===== src/rtl/dbus_uart_tx.sv =====
// Memory-mapped 8N1 UART transmitter on the core data bus: TXDATA/STATUS/BAUD_DIV window, TX FIFO, serialiser.
// Define UART_TX_PARITY_EN to insert an even-parity bit between the data bits and the stop bit.
module dbus_uart_tx #(
  parameter logic [31:0] BASE_ADDR   = 32'h1000_0000,
  parameter int unsigned FIFO_DEPTH  = 8,
  parameter logic [15:0] DEFAULT_DIV = 16'd868
) (
  input  logic        clk,
  input  logic        rst,
  input  logic        mem_req_i,
  input  logic        mem_we_i,
  input  logic [31:0] mem_waddr_i,
  input  logic [31:0] mem_wdata_i,
  input  logic [31:0] mem_raddr_i,
  output logic [31:0] mem_rdata_o,
  output logic        tx_o,
  output logic        tx_idle_o
);

  localparam int unsigned PTR_W = $clog2(FIFO_DEPTH);
  localparam int unsigned CNT_W = PTR_W + 1;
  localparam int unsigned DIV_W = 16;
  localparam logic [1:0] REG_TXDATA = 2'd0;
  localparam logic [1:0] REG_STATUS = 2'd1;
  localparam logic [1:0] REG_BAUD   = 2'd2;

  typedef enum logic [2:0] {
    S_IDLE,
    S_START,
    S_DATA,
    S_PARITY,
    S_STOP
  } state_e;

  state_e             state_q, state_d;
  logic [7:0]         data_q, data_d;
  logic [DIV_W-1:0]   div_q, div_d;
  logic [DIV_W-1:0]   cnt_q, cnt_d;
  logic [2:0]         bit_q, bit_d;
  logic               tx_q, tx_d;
  logic               idle_q, idle_d;
  logic               ovf_q, ovf_d;
  logic [DIV_W-1:0]   baud_q, baud_d;
  logic [PTR_W-1:0]   wr_ptr_q, wr_ptr_d;
  logic [PTR_W-1:0]   rd_ptr_q, rd_ptr_d;
  logic [CNT_W-1:0]   count_q, count_d;
  logic [7:0]         fifo_mem [FIFO_DEPTH];

  logic wr_hit, rd_hit, push_req, push, pop, full, empty, busy;
  logic unused_bits;

  assign unused_bits = ^{mem_waddr_i[1:0], mem_raddr_i[1:0], mem_wdata_i[31:16]};

  // Address decode and FIFO status, all from pre-edge state
  assign wr_hit   = mem_req_i & mem_we_i & (mem_waddr_i[31:4] == BASE_ADDR[31:4]);
  assign rd_hit   = mem_req_i & ~mem_we_i & (mem_raddr_i[31:4] == BASE_ADDR[31:4]);
  assign push_req = wr_hit & (mem_waddr_i[3:2] == REG_TXDATA);
  assign full     = (count_q == CNT_W'(FIFO_DEPTH));
  assign empty    = (count_q == '0);
  assign push     = push_req & ~full;
  assign busy     = (state_q != S_IDLE);

  // Combinational read port
  always_comb begin
    mem_rdata_o = '0;
    if (rd_hit) begin
      case (mem_raddr_i[3:2])
        REG_STATUS: mem_rdata_o = {16'h0000, 8'(count_q), 4'h0, ovf_q, busy, empty, full};
        REG_BAUD:   mem_rdata_o = {16'h0000, baud_q};
        default:    mem_rdata_o = '0;
      endcase
    end
  end

  // Serialiser next-state; a frame starts by popping the FIFO and latching the divisor
  always_comb begin
    state_d = state_q;
    data_d  = data_q;
    div_d   = div_q;
    cnt_d   = cnt_q;
    bit_d   = bit_q;
    tx_d    = tx_q;
    pop     = 1'b0;
    case (state_q)
      S_IDLE: begin
        if (!empty) begin
          pop     = 1'b1;
          data_d  = fifo_mem[rd_ptr_q];
          div_d   = baud_q;
          cnt_d   = baud_q - DIV_W'(1);
          tx_d    = 1'b0;
          state_d = S_START;
        end
      end
      S_START: begin
        if (cnt_q == '0) begin
          state_d = S_DATA;
          tx_d    = data_q[0];
          cnt_d   = div_q - DIV_W'(1);
          bit_d   = 3'd0;
        end else begin
          cnt_d = cnt_q - DIV_W'(1);
        end
      end
      S_DATA: begin
        if (cnt_q == '0) begin
          cnt_d = div_q - DIV_W'(1);
          if (bit_q == 3'd7) begin
`ifdef UART_TX_PARITY_EN
            state_d = S_PARITY;
            tx_d    = ^data_q;
`else
            state_d = S_STOP;
            tx_d    = 1'b1;
`endif
          end else begin
            bit_d = bit_q + 3'd1;
            tx_d  = data_q[bit_q + 3'd1];
          end
        end else begin
          cnt_d = cnt_q - DIV_W'(1);
        end
      end
      S_PARITY: begin
        if (cnt_q == '0) begin
          state_d = S_STOP;
          tx_d    = 1'b1;
          cnt_d   = div_q - DIV_W'(1);
        end else begin
          cnt_d = cnt_q - DIV_W'(1);
        end
      end
      S_STOP: begin
        if (cnt_q == '0) begin
          if (!empty) begin
            pop     = 1'b1;
            data_d  = fifo_mem[rd_ptr_q];
            div_d   = baud_q;
            cnt_d   = baud_q - DIV_W'(1);
            tx_d    = 1'b0;
            state_d = S_START;
          end else begin
            state_d = S_IDLE;
          end
        end else begin
          cnt_d = cnt_q - DIV_W'(1);
        end
      end
      default: begin
        state_d = S_IDLE;
        tx_d    = 1'b1;
      end
    endcase
  end

  // FIFO pointers, sticky overflow, divisor register and idle flag
  always_comb begin
    wr_ptr_d = push ? wr_ptr_q + PTR_W'(1) : wr_ptr_q;
    rd_ptr_d = pop  ? rd_ptr_q + PTR_W'(1) : rd_ptr_q;
    count_d  = count_q + CNT_W'(push) - CNT_W'(pop);
    ovf_d    = ovf_q;
    baud_d   = baud_q;
    if (wr_hit && (mem_waddr_i[3:2] == REG_STATUS) && mem_wdata_i[3]) begin
      ovf_d = 1'b0;
    end
    if (push_req && full) begin
      ovf_d = 1'b1;
    end
    if (wr_hit && (mem_waddr_i[3:2] == REG_BAUD)) begin
      baud_d = (mem_wdata_i[15:0] == 16'd0) ? DIV_W'(1) : mem_wdata_i[15:0];
    end
    idle_d = (count_d == '0) && (state_d == S_IDLE);
  end

  always_ff @(posedge clk) begin
    if (rst) begin
      state_q  <= S_IDLE;
      data_q   <= '0;
      div_q    <= DEFAULT_DIV;
      cnt_q    <= '0;
      bit_q    <= '0;
      tx_q     <= 1'b1;
      idle_q   <= 1'b1;
      ovf_q    <= 1'b0;
      baud_q   <= DEFAULT_DIV;
      wr_ptr_q <= '0;
      rd_ptr_q <= '0;
      count_q  <= '0;
    end else begin
      state_q  <= state_d;
      data_q   <= data_d;
      div_q    <= div_d;
      cnt_q    <= cnt_d;
      bit_q    <= bit_d;
      tx_q     <= tx_d;
      idle_q   <= idle_d;
      ovf_q    <= ovf_d;
      baud_q   <= baud_d;
      wr_ptr_q <= wr_ptr_d;
      rd_ptr_q <= rd_ptr_d;
      count_q  <= count_d;
    end
  end

  // FIFO storage needs no reset; pointers define validity
  always_ff @(posedge clk) begin
    if (push) begin
      fifo_mem[wr_ptr_q] <= mem_wdata_i[7:0];
    end
  end

  assign tx_o      = tx_q;
  assign tx_idle_o = idle_q;

endmodule

===== config.mk =====
export PLATFORM = sky130hd
export DESIGN_NAME = dbus_uart_tx
export DESIGN_NICKNAME = d
export VERILOG_FILES = /design/src/rtl/dbus_uart_tx.sv
export SDC_FILE = /design/constraint.sdc
export NUM_CORES = 1
export LEC_CHECK = 0
export BUFFER_PORTS_ARGS = -buffer_cell sky130_fd_sc_hd__buf_2
export CORE_AREA = 4 4 122 124
export CTS_CLUSTER_SIZE = 8
export DETAILED_ROUTE_END_ITERATION = 8
export DIE_AREA = 0 0 126 128
export HOLD_SLACK_MARGIN = 0.03
export PLACE_DENSITY = 0.83
export SYNTH_ARGS = -nofsm -noshare
export SYNTH_HDL_FRONTEND = slang
export SYNTH_SLANG_ARGS = --single-unit

===== constraint.sdc =====
create_clock -name clk -period 3.6 [get_ports clk]
set_input_delay 0.54 -clock clk [delete_from_list [all_inputs] [get_ports clk]]
set_output_delay 0.54 -clock clk [all_outputs]
set_load 0.05 [all_outputs]

== After elaboration in Yosys (flattened, before gate mapping) ==
Memories as Yosys holds them, arrays and structs flattened. A register that Yosys moved wholly into a read port is not among the register bits.
Cells that the tools add are included.
W data, S select, Z words.

* $lt $le $gt $ge: 1
* Mux-type cells: 43
* Add/sub/neg operators: 8
* Reduce and logical (&&, ||, !) cells: 21
* Bitwise gates (word level): 8
* Equality and inequality tests: 17

{| class="wikitable"
|+ Operators by type and width
! kind !! number
|-
| $mux W16 || 7
|-
| $pmux W16 S2 || 2
|-
| $eq A28 B25 Y1 const B || 2
|-
| $pmux W16 S3 || 1
|-
| $sub A16 B1 Y16 const B || 3
|-
| $mux W3 || 11
|-
| $logic_not A16 Y1 || 2
|-
| $mux W8 || 2
|-
| $pmux W8 S2 || 1
|-
| $pmux W3 S5 || 1
|-
| $mux W1 || 14
|-
| $ne A2 B2 Y1 const B || 5
|-
| $add A3 B1 Y3 const B || 3
|-
| $logic_not A4 Y1 || 2
|-
| $reduce_and A4 Y1 || 2
|-
| $and A1 B1 Y1 || 6
|-
| $eq A3 B2 Y1 const B || 2
|-
| $eq A3 B3 Y1 const B || 2
|-
| $logic_not A3 Y1 || 2
|-
| $pmux W3 S2 || 1
|-
| $reduce_bool A2 Y1 || 3
|-
| $reduce_bool A3 Y1 || 2
|-
| $logic_and A1 B1 Y1 || 5
|-
| $pmux W1 S5 || 1
|-
| 13 further kinds || 16
|}

* Memories kept: 1
* Input bits: 100
* Bits in writable memories: 64
* Register bits: 75
* Logic and storage cells: 111

{| class="wikitable"
|+ Memory list
! name !! words !! bits a word !! read ports !! clocked after Yosys merged registers in !! write ports !! line !! source
|-
| fifo_mem || 8 || 8 || 1 || 1 || 1 || 47 || <nowiki>logic [7:0] fifo_mem [FIFO_DEPTH];</nowiki>
|}

== Depth between registers and ports, before layout ==
* Word-level depth: 8
* Gate-level depth with buffers: 14

== Worst setup path before layout ==
No wires, ideal clock.

* Path type: register -> register
* Start: register cnt_q[6]
* End: register idle_q (netlist: tx_idle_o)
* Buffers on the path: 3
* Data arrival time: 2.979 ns
* Path slack: 0.543 ns
* Clock period less this slack: 3.057 ns
* Stages on the path, launching flop included: 13
* Cells stage by stage: dfxtp_1 buf_2 nor4_2 nand4_1 a211oi_2 buf_4 buf_2 xnor2_1 ha_1 fa_1 xnor2_1 a41oi_1 nor3_1

* Word-level cells in the longest chain between the ends: 6
* Elaborated cells between the ends (all ways): 12

{| class="wikitable"
|+ Ends and longest elaborated chain
! what !! line !! source
|-
| from (decl) || 38 || <nowiki>logic [DIV_W-1:0] cnt_q, cnt_d;</nowiki>
|-
| from (signal assigned) || 193 || <nowiki>cnt_q <= cnt_d;</nowiki>
|-
| $logic_not A16 Y1 * || -- ||
|-
| $mux W1 || 134 || <nowiki>if (cnt_q == '0) begin</nowiki>
|-
| $pmux W1 S2 || 84 || <nowiki>case (state_q)</nowiki>
|-
| $sub A4 B1 Y4 || 160 || <nowiki>count_d = count_q + CNT_W'(push) - CNT_W'(pop);</nowiki>
|-
| $logic_not A4 Y1 || 172 || <nowiki>idle_d = (count_d == '0) && (state_d == S_IDLE);</nowiki>
|-
| $logic_and A1 B1 Y1 * || 172 ||
|-
| to (signal assigned) || 196 || <nowiki>idle_q <= idle_d;</nowiki>
|-
| to (decl) || 41 || <nowiki>logic idle_q, idle_d;</nowiki>
|}

Mark *: on every way between the ends. The rest lies on a longest branch, timed or not.
A chain may end at the register's enable or synchronous reset.

== Worst setup path after layout ==
* Start: register cnt_q[0]
* End: register rd_ptr_q[1]

* Word-level cells in the longest chain between the ends: 3

{| class="wikitable"
|+ Ends and longest elaborated chain
! what !! line !! source
|-
| $logic_not A16 Y1 || 134 ||
|-
| $mux W1 || 134 ||
|-
| $pmux W1 S2 || 84 ||
|-
| to (signal assigned) || 200 || <nowiki>rd_ptr_q <= rd_ptr_d;</nowiki>
|-
| to (decl) || 45 || <nowiki>logic [PTR_W-1:0] rd_ptr_q, rd_ptr_d;</nowiki>
|}

No other way between the ends.

==> flow_summary_export.csv <==
group,metric,value,unit
finish,drive_gt1_frac,0.2111,
route,vias_per_cell,6.440,
finish,synthToLayoutAreaGrowth,15.78,%
worst_setup_path,crit_chain,"inv_1, ha_1, nor4b_1, nand4_1, nand2_1, nand3_1, nand2_1, a21oi_1",
timing,tns,0,ns
worst_setup_path,cp.arrival,3.51,ns
power,p_per_area,726.9,nW/um^2
die,fp.coreArea,13770,um^2
timing,relSlewSlack,0.4272,
die,die-area,16130,um^2
synthesis,syn_inst,764,
cts,clock_latency,0.43,ns
route,via_count,6711,
finish,layout_common_cells,"buf_2 (97), nor2_1 (87), dfxtp_1 (78)",
route,dr.pass1.iters,6,
synthesis,synth-compound-area-share,0.1376,
cts,cts_tree,"built",
grt,first_global_vias,6420,
power,power.leakage,3.254,nW
placed_design,dpl.cell_count,1010,
grt,grt_max_degree,46,
die,die_w,126,um
route,wirelength,21620,um
worst_setup_path,crit_fanout,17,
worst_setup_path,cp_slowest_cell,"nand4_1",
route,drtIter0Drc,742,
synthesis,yosys.area_share.xor_xnor,0.04165,
synthesis,synth_adder_area_share,0.02755,
synthesis,synthSimpleGateAreaFrac,0.2048,
finish,layout_commonest_cell,"buf_2",
die,io_pins,134,
cts,ctsRootBufferMaster,"clkbuf_16",
timing,setup_violations,0,
cts,cts_htree_levels,4,
cts,postCtsSetupBuffers,0,
worst_setup_path,startpoint_type,"flop",
die,start_util,0.5474,
timing,max_freq,0.3102,GHz
cts,ctsHoldBuffers,0,
synthesis,synth_edf_count,64,
synthesis,ys_ff_latch,142,
placed_design,place_congestion,0.9439,
worst_setup_path,endpoint_kind,"flop",
cts,clockBufferDepth,2,
synthesis,syn-mean-instance-area,9.869,um^2
finish,antennaDiodeCount,0,
synthesis,synthMuxAreaShare,0.07235,
worst_setup_path,cp_slowest_stage_delay,0.64,ns
synthesis,async_flop_share,0,
cts,cts.sinks,142,
synthesis,ys_types,66,
min_path,hold_path_class,"in -> reg",
synthesis,ys_seq_area_frac,0.4620,
timing,rsz0062_at_grt,"no",
cts,cts-resized-gates,0,
route,drtAntennaViolNets,0,
synthesis,yosys_warnings,0,
route,post_drt_wl_per_cell,20.74,um
finish,fillers,1046,
finish,layout.cells.non_filler,1042,
power,vdd_drop_max,0.3345,mV
placed_design,port_buffers,97,
timing,hold_viol,0,
cts,clk_pin_slew_worst_paths,0.07,ns
cts,cts_made_buffers,17,
synthesis,synth_top_family_by_area,"simple AND/OR/NAND/NOR gates",
timing,skew,0.009736,ns
grt,gr-usage-all-layers,0.2695,
worst_setup_path,cpMostUsedCell,"nand2_1",
grt,grt_first_pass_wirelength,34340,um
route,drt_drc_violations_left,0,
die,die_h,128,um
worst_setup_path,cp.required,3.89,ns
grt,gr-total-overflow,0,
finish,final_nets,965,
worst_setup_path,criticalPathCategory,"reg -> reg",
power,total_power,6.346,mW
synthesis,synth_ff_type,"dfxtp_1",
synthesis,netlist_area,7540,um^2
die,rows,43,
timing,final.min_clock_period,3.224,ns
placed_design,dp_hpwl,14690,um
timing,fin_crit_sh,0.8955,
timing,maxSlewViolCount,0,
grt,grt_antenna_before_repair,0,
job,drv_cap,0,
run_status,status,"finished clean",
timing,worst_slew_pin_slew,0.8580,ns
-- metrics by stage --
step	cell area (um^2)	hold slack [ns]	util	worst slack, ns
floorplan	7596	0.4498	-	0.5428
global placement	8125	0.4626	0.5899	0.5395
detailed placement	8125	0.4764	0.5899	0.3812
CTS	8730	0.3717	0.6338	0.4818
global route	8730	0.3979	0.6338	0.1592
finish	8730	0.3893	0.6338	0.3763
-- registers in the layout, summed over array words and instances, names as in the netlist, named ones only --
register   flops
count_q        4
data_q         8
bit_q          3
cnt_q         16
rd_ptr_q       3
tx_idle_o      1
fifo_mem      64
ovf_q          1
baud_q        16
div_q         16
wr_ptr_q       3
tx_o           1
state_q        3
-- critical path: cells and delay by family (launching register included) --
kind,cells,cell delay [ns]
flip-flops,1,0.39
AO/OA/AOI/OAI,1,0.10
adder cells (fa/ha/maj),1,0.21
buffers and inverters,1,0.14
AND/OR/NAND/NOR,5,2.24
-- report_power, final --
| part | switching (mW) | leakage [nW] | internal [mW] |
|---|---|---|---|
| logic | 1.42 | 1.74 | 0.950 |
| registers | 0.318 | 1.21 | 1.89 |
| clock network | 0.818 | 0.297 | 0.944 |
-- final cells by class --
class	instances	area, um^2	share of cell area
clock buffers	17	425.4	0.04873
clock inverters	15	178.9	0.02050
inverters	16	60.06	0.006880
multi-input cells	555	3721	0.4263
flip-flops and latches	142	3483	0.3990
well taps	180	225.2	0.02580
repair buffers	117	635.6	0.07281
-- path summary, 6_finish.rpt --
check                                      from     endpoint  slack [ns]  depth (start not counted)
worst max-delay path                   cnt_q[0]  rd_ptr_q[1]        0.38                          8
worst min-delay path            mem_wdata_i[11]   baud_q[11]        0.39                          3
worst max register to register         cnt_q[0]  rd_ptr_q[1]        0.38                          8
worst min register to register         bit_q[1]     bit_q[1]        0.49                          2
-- logic make-up after synthesis --
group,Yosys count
and+or+nand+nor,304
AOI/OAI and AO/OA,152
DFF,142
buffers and inverters,82
xor gates and xnor gates,35
muxes,32
adders and majority gates,16
other,1
-- cell usage after synthesis (all sizes together), types with 18 or more instances --
master / count / area (um^2)
nor2: 87 / 326.6
dfxtp: 78 / 1562
nand2: 65 / 244.0
edfxtp: 64 / 1922
a21oi: 38 / 193.9
clkbuf: 34 / 127.6
nor3: 32 / 160.2
buf: 30 / 197.7
o21ai: 28 / 140.1
nor4: 23 / 150.1
xnor2: 20 / 182.7
a22oi: 19 / 142.6
a211oi: 18 / 140.1
mux4: 18 / 405.4
-- routing by layer --
metal,part of all wire,vias to the layer above,track usage
li1,-,3009,-
met1,0.38,3111,0.3435
met2,0.48,490,0.4501
met3,0.098,101,0.05125
met4,0.044,0,0.1180
met5,0,-,0
Note: power is estimated with default switching activity, not from simulation.
